==> src/rtl/rr_req_initiator.sv <==
// rr_req_initiator: per-master crossbar request controller with routed-ack wait and timeout
module rr_req_initiator #(
  parameter int ADDR_W  = 32,
  parameter int DATA_W  = 32,
  parameter int TIMEOUT = 15
) (
  input  logic              clk,
  input  logic              reset,
  input  logic              master_req,
  input  logic [ADDR_W-1:0] master_addr,
  input  logic              master_cmd,
  input  logic [DATA_W-1:0] master_wdata,
  output logic              master_ack,
  output logic              master_err,
  output logic [DATA_W-1:0] master_rdata,
  output logic              sfor,
  output logic [1:0]        req_stat,
  output logic              s_req,
  output logic [ADDR_W-1:0] s_addr,
  output logic              s_cmd,
  output logic [DATA_W-1:0] s_wdata,
  input  logic              gnt,
  input  logic              ack,
  input  logic [DATA_W-1:0] s_rdata
);
  typedef enum logic [1:0] {IDLE = 2'd0, W_GNT = 2'd1, W_ACK = 2'd2, DONE = 2'd3} state_t;
  state_t state, state_n;
  logic [7:0] timer;
  logic expire;
  assign expire = timer == 8'(TIMEOUT - 1);
  assign master_ack = state == DONE;
  assign s_req = state == W_GNT;
  assign req_stat = state;
  always_comb begin
    state_n = state;
    state_n = state == IDLE  ? (master_req ? W_GNT : IDLE) :
              state == W_GNT ? (gnt ? W_ACK : W_GNT) :
              state == W_ACK ? ((ack || expire) ? DONE : W_ACK) : IDLE;
  end
  always_ff @(posedge clk) begin
    if (reset) begin
      state        <= IDLE;
      timer        <= '0;
      sfor         <= 1'b0;
      s_addr       <= '0;
      s_cmd        <= 1'b0;
      s_wdata      <= '0;
      master_err   <= 1'b0;
      master_rdata <= '0;
    end else begin
      state <= state_n;
      case (state)
        IDLE: if (master_req) begin
          s_addr       <= master_addr;
          s_cmd        <= master_cmd;
          s_wdata      <= master_wdata;
          sfor         <= master_addr[ADDR_W-1];
          master_err   <= 1'b0;
          master_rdata <= '0;
        end
        W_GNT: if (gnt) timer <= '0;
        W_ACK: begin
          timer <= timer + 8'd1;
          if (ack) begin
            if (!s_cmd) master_rdata <= s_rdata;
            master_err <= 1'b0;
          end else if (expire) begin
            master_err   <= 1'b1;
            master_rdata <= '0;
          end
        end
        default: ;
      endcase
    end
  end
endmodule

==> config.mk <==
export PLATFORM = sky130hd
export DESIGN_NAME = rr_req_initiator
export DESIGN_NICKNAME = d
export VERILOG_FILES = /design/src/rtl/rr_req_initiator.sv
export SDC_FILE = /design/constraint.sdc
export NUM_CORES = 1
export LEC_CHECK = 0
export CORE_UTILIZATION = 44
export CTS_BUF_LIST = sky130_fd_sc_hd__clkbuf_16
export CTS_CLUSTER_DIAMETER = 150
export DETAILED_ROUTE_END_ITERATION = 7
export HOLD_SLACK_MARGIN = 0.1
export PLACE_DENSITY = 0.86
export SLEW_MARGIN = 10
export SYNTH_ARGS = -nofsm -noshare
export SYNTH_HDL_FRONTEND = slang
export SYNTH_SLANG_ARGS = --single-unit
==> constraint.sdc <==
create_clock -name clk -period 2.9 [get_ports clk]
set_input_delay 0.29 -clock clk [delete_from_list [all_inputs] [get_ports clk]]
set_output_delay 0.29 -clock clk [all_outputs]
set_load 0.005 [all_outputs]
==> flow_summary.ini, run 1 <==
[outcome]
outcome = finished, final reports clean

[placed_design]
dpl_cell_area_mm2 = 0.00629
port-buffer-count = 204
dp.cells = 799
post-dp-hpwl_mm = 8.63
gp_congestion = 0.770

[synth]
syn_area_per_cell_um2 = 8.53
async_reset_ff_share_pct = 0
synth_warnings = 0
ys_types = 30
synth_area_mm2 = 0.00420
yosysSeqAreaShare_pct = 51.4
synth.ff_latch_count = 108
synth_flop_cell = dfxtp_1
synth_edf_count = 0
syn_nets = 597
netlist_instances = 493

[route]
drc = 0
drt-met1-wl_mm = 4.55
ant_nets = 0
avgRoutedWirePerCell_um = 14.4
vias = 3998
drt_first_iter_violations = 127
wl_met2_mm = 6.09
drt-total-wl_mm = 11.7
highest_layer = met4
drt_pass1_iterations = 5
viasPerCell = 4.91
dr_wl_met3_um = 638

[finish]
layoutNonFillerInstCount = 814
final_cell_area_mm2 = 0.00657
syn2layout_area_growth_pct = 56.3
drive_gt1_share_pct = 4.53
antenna_cells = 0
final_net_count = 785

[floorplan]
core_mm2 = 0.00924
start_util_pct = 45.5
placementRows = 35
num_io_pins = 205
die_w_um = 99.7
die_height_um = 99.7
dieArea_mm2 = 0.00995

[timing]
slew_headroom_pct = 48.4
period_needed_ns = 2.12
setup_tns_ns = 0
setup_violations = 0
rsz0062_at_grt = no
fmax_mhz = 472
hold_violations = 0
clock_skew_ns = 0.00980
slew_violations = 0
fin_crit_sh_pct = 73.1
worst_slew_pin_slew_ns = 0.774

[clocking]
ctsHoldBuffers = 0
ctsResizeCount = 0
clkLatencyLatePin_ns = 0.34
cts-root-buf = clkbuf_16
clock_sinks = 108
cts_buffers = 9
clk_pin_slew_ns = 0.08
clockBufferDepth = 2
post_cts_buffers = 0
htree_num_levels = 3
cts_tree = done

[power]
p_leak_nw = 2.37
finalPower_w = 0.00330
ir_drop_v = 0.000489
power_density_mw_per_mm2 = 502

[min_path]
hold_class = reg -> reg

[flow_run]
drv_cap = 0

[setup_path]
cp_top_family = flip-flops
critPathKind = reg -> out
cp_slowest_cell = dfxtp_1
worstPathCellList = nor2b_1 -> clkdlybuf4s50_1
crit_buf_inv = 1
crit_path_start_kind = flop
cp-end-kind = output pin
arrival_ns = 1.83
crit_required_ns = 2.61
critPathMaxFanout = 14
max_stage_delay_ns = 0.70

[grt]
grt_remaining_overflow = 0
grt_max_degree = 66
grt_usage_pct = 23.2
grt_pass1_vias = 3933
grt_antenna_before_repair = 0
grt_pass1_wl_mm = 18.5
-- per-stage QoR --
stage,setup WS (ns),utilization (%),hold WS (ns)
global route,0.650,71.1,0.478
global placement,0.786,68.1,0.441
finish,0.781,71.1,0.457
CTS,0.758,71.1,0.457
detailed placement,0.722,68.1,0.446
floorplan,1.43,-,0.426
-- synthesized netlist by cell type, types with 2 or more instances --
library cell | n | area share (%)
inv_1 | 3 | 0.27
ha_1 | 2 | 0.60
buf_2 | 6 | 0.71
a211oi_1 | 5 | 0.89
nor2_1 | 10 | 0.89
nand2_1 | 169 | 15
buf_8 | 3 | 1.1
nand3_1 | 2 | 0.24
buf_4 | 3 | 0.54
buf_1 | 6 | 0.54
dfxtp_1 | 108 | 51
a21oi_1 | 71 | 8.5
nand2b_1 | 36 | 5.4
nand4_1 | 2 | 0.30
clkbuf_1 | 16 | 1.4
nor2b_1 | 2 | 0.30
xnor2_1 | 4 | 0.83
mux2i_1 | 32 | 7.6
and2_1 | 2 | 0.30
-- per-layer routing --
layer	global-route usage (%)	vias to the layer above
met2	41.1	141
met4	11.8	0
met5	0	-
li1	-	1969
met3	4.92	31
met1	26.2	1857
-- worst paths after layout --
check,endpoint,cells after the start,start,slack [ns]
worst max-delay path,s_req,2,req_stat[0]$_SDFF_PP0_,0.78
worst min-delay path,s_addr[9]$_SDFFE_PP0P_,2,s_addr[9]$_SDFFE_PP0P_,0.46
worst max register to register,sfor$_SDFFE_PP0P_,5,req_stat[1]$_SDFF_PP0_,0.81
worst min register to register,s_addr[9]$_SDFFE_PP0P_,2,s_addr[9]$_SDFFE_PP0P_,0.46
-- placed cells by master, fill, tap and decap left out, drive strengths merged --
master         Yosys  routed
a21oi             71      71
nor2b              2       2
mux2i             32      32
nand2            169     169
clkbuf            16       9
o22ai              1       1
nor3               1       1
buf               18       8
nor2              10      10
and2               2       2
dfxtp            108     108
clkinv             0       2
and2b              1       1
nand4              3       3
nand3b             1       1
nand2b            36      36
and4bb             1       1
a2111oi            2       2
a211oi             5       5
clkinvlp           0       1
mux2               1       1
or2                1       1
o21a               1       1
ha                 2       2
clkdlybuf4s50      0     203
nand3              2       2
xnor2              4       4
inv                3       6
-- report_power, final --
group	switching, W	leakage [nW]	total (W)	internal [W]
Combinational	0.000224	1.35	0.000545	0.000321
Sequential	0.0000474	0.881	0.00160	0.00155
Clock	0.000559	0.136	0.00116	0.000596
-- worst register-to-register path, stage by stage, from the launching register on --
cell and delay (ns):
dfxtp_1 0.53, nand2b_1 0.27, or2_2 0.66, buf_4 0.33, nand2_1 0.09, a21oi_1 0.15
-- flip-flops by register name, indices dropped and copies added (netlist names) --
signal and flops:
master_rdata 32, s_wdata 32, s_addr 31, timer 8, req_stat 2, master_err 1
s_cmd 1, sfor 1
-- kinds of logic after synthesis --
logic type               Yosys count  synth area share, %
adder cells (fa/ha/maj)            2                0.595
AO/OA/AOI/OAI                     80                 10.9
XOR/XNOR                           4                0.833
buffers and inverters             37                 4.55
multiplexers                      33                 7.89
flip-flops                       108                 51.4
AND/OR/NAND/NOR                  229                 23.8
-- layout make-up --
| type | instances | area [um2] |
|---|---|---|
| Tap cell | 129 | 161 |
| Multi-Input combinational cell | 348 | 1860 |
| Clock inverter | 6 | 56.3 |
| Fill cell | 678 | 2670 |
| Sequential cell | 108 | 2160 |
| Clock buffer | 9 | 225 |
| Inverter | 3 | 11.3 |
| Timing Repair Buffer | 211 | 2090 |
Note: power is estimated with default switching activity, not from simulation.
==> run 2: changes to the inputs <==
--- a/config.mk
+++ b/config.mk
@@ -5,12 +5,12 @@
 export SDC_FILE = /design/constraint.sdc
 export NUM_CORES = 1
 export LEC_CHECK = 0
-export CORE_UTILIZATION = 44
+export CORE_UTILIZATION = 37
 export CTS_BUF_LIST = sky130_fd_sc_hd__clkbuf_16
 export CTS_CLUSTER_DIAMETER = 150
 export DETAILED_ROUTE_END_ITERATION = 7
 export HOLD_SLACK_MARGIN = 0.1
-export PLACE_DENSITY = 0.86
+export PLACE_DENSITY = 0.77
 export SLEW_MARGIN = 10
 export SYNTH_ARGS = -nofsm -noshare
 export SYNTH_HDL_FRONTEND = slang
==> constraint.sdc (replaced) <==
create_clock -name clk -period 1.8 [get_ports clk]
set_input_delay 0.18 -clock clk [delete_from_list [all_inputs] [get_ports clk]]
set_output_delay 0.18 -clock clk [all_outputs]
set_load 0.005 [all_outputs]
==> run 2 against run 1 <==
Global-route usage shrank 3.8 points. Clock-buffer cell count did not move. Total power grew 58%. Sequential share of layout area down 0.28 points. Core utilization is 10 points lower. Worst setup slack lost 0.72 ns. Critical path type unchanged. Largest cell class unchanged.
==> flow_summary.ini, run 2 (synthesis results as in run 1) <==
[timing]
fin_crit_sh_pct = 96.7
slew_violations = 0
slew_headroom_pct = 76.7
worst_slew_pin_slew_ns = 0.341
period_needed_ns = 1.74
setup_violations = 0
fmax_mhz = 574
timing.final.ws_setup_ns = 0.0593
hold_violations = 0
setup_tns_ns = 0
rsz0062_at_grt = no
clock_skew_ns = 0.00596

[clocking]
cts-root-buf = clkbuf_16
clock_sinks = 108
clk_pin_slew_ns = 0.07
htree_num_levels = 3
ctsHoldBuffers = 0
clkLatencyLatePin_ns = 0.33
clockBufferDepth = 2
cts_tree = done
ctsResizeCount = 2
cts_buffers = 9
post_cts_buffers = 0

[finish]
final_cell_mix = 203 x clkdlybuf4s50_1, 169 x nand2_1, 106 x dfxtp_1
seq_area_mm2 = 0.00216
final_net_count = 790
fillers = 963
layout_commonest_cell = clkdlybuf4s50_1
syn2layout_area_growth_pct = 57.8
multi_input_area_mm2 = 0.00186
reg_top3 = master_rdata x32, s_wdata x32, s_addr x31
finalCoreUtilization_pct = 60.7
antenna_cells = 0
drive_gt1_share_pct = 5.36

[floorplan]
die_height_um = 109
core_mm2 = 0.0109
num_io_pins = 205
die_w_um = 109
start_util_pct = 38.4
dieArea_mm2 = 0.0118
placementRows = 38

[route]
drc = 0
drt-total-wl_mm = 11.4
avgRoutedWirePerCell_um = 13.8
drt_first_iter_violations = 218
vias = 3952
drt_pass1_iterations = 4
viasPerCell = 4.76
ant_nets = 0

[grt]
grt_usage_pct = 19.4
grt_pass1_vias = 3826
grt_remaining_overflow = 0
grt_max_degree = 66
grt_pass1_wl_mm = 18.0
grt_antenna_before_repair = 0

[min_path]
hold_class = in -> reg
hold_depth = 2

[placed_design]
place_ws_ns = 0.0749
port-buffer-count = 204
post-dp-hpwl_mm = 8.34
gp_congestion = 0.788

[setup_path]
cp_slowest_cell = clkdlybuf4s50_1
crit_path_start_kind = flop
cp_top_family = buffers and inverters
arrival_ns = 1.56
reg2regPathDepth = 5
critPathMaxFanout = 9
crit_buf_inv = 2
critPathKind = reg -> out
cp_num_cells = 3
max_stage_delay_ns = 0.50
worstPathCellList = buf_4 -> and2_1 -> clkdlybuf4s50_1
cp-end-kind = output pin
crit_required_ns = 1.62

[power]
ir_drop_v = 0.000625
power_density_mw_per_mm2 = 786
p_leak_nw = 2.40

[outcome]
outcome = finished, final reports clean

[flow_run]
drv_cap = 0
-- run 2: worst paths after layout --
path                                         startpoint                      endpoint  slack [ns]
worst max-delay path             req_stat[0]$_SDFF_PP0_                    master_ack        0.06
worst min-delay path                              reset        req_stat[0]$_SDFF_PP0_        0.23
worst max register to register   req_stat[1]$_SDFF_PP0_  master_rdata[0]$_SDFFE_PP0P_        0.25
worst min register to register  s_addr[29]$_SDFFE_PP0P_       s_addr[29]$_SDFFE_PP0P_        0.45
-- run 2: final cells by class --
type                       instances  area share [%]
clock inverter                     6           0.490
sequential                       108            32.6
tap                              140            2.64
multi-input combinational        348            28.0
clock buffer                       9            3.39
inverter                           3           0.170
timing repair buffer             216            32.6
-- run 2: power breakdown --
group          total, W  switching (W)  leakage [nW]  internal [W]
Clock           0.00174       0.000821         0.122      0.000916
Combinational  0.000906       0.000365          1.39      0.000540
Sequential      0.00257      0.0000652         0.881       0.00250
-- run 2: routing by layer --
| metal | up-vias | part of all wire (%) | global-route usage, % |
|---|---|---|---|
| li1 | 1982 | - | - |
| met1 | 1803 | 41 | 22.1 |
| met2 | 139 | 49 | 33.7 |
| met3 | 28 | 6.7 | 4.28 |
| met4 | 0 | 3.5 | 10.4 |
| met5 | - | 0 | 0 |
-- run 2: through the flow --
stage,hold slack [ns],instances,total power (W),cell area [um2]
after CTS,0.217,830,0.00528,6630
final,0.227,830,0.00521,6630
after detailed placement,0.446,815,0.00353,6370
after global routing,0.228,830,0.00548,6630
after floorplan,0.316,493,0.00300,4200
after global placement,0.441,815,0.00351,6370
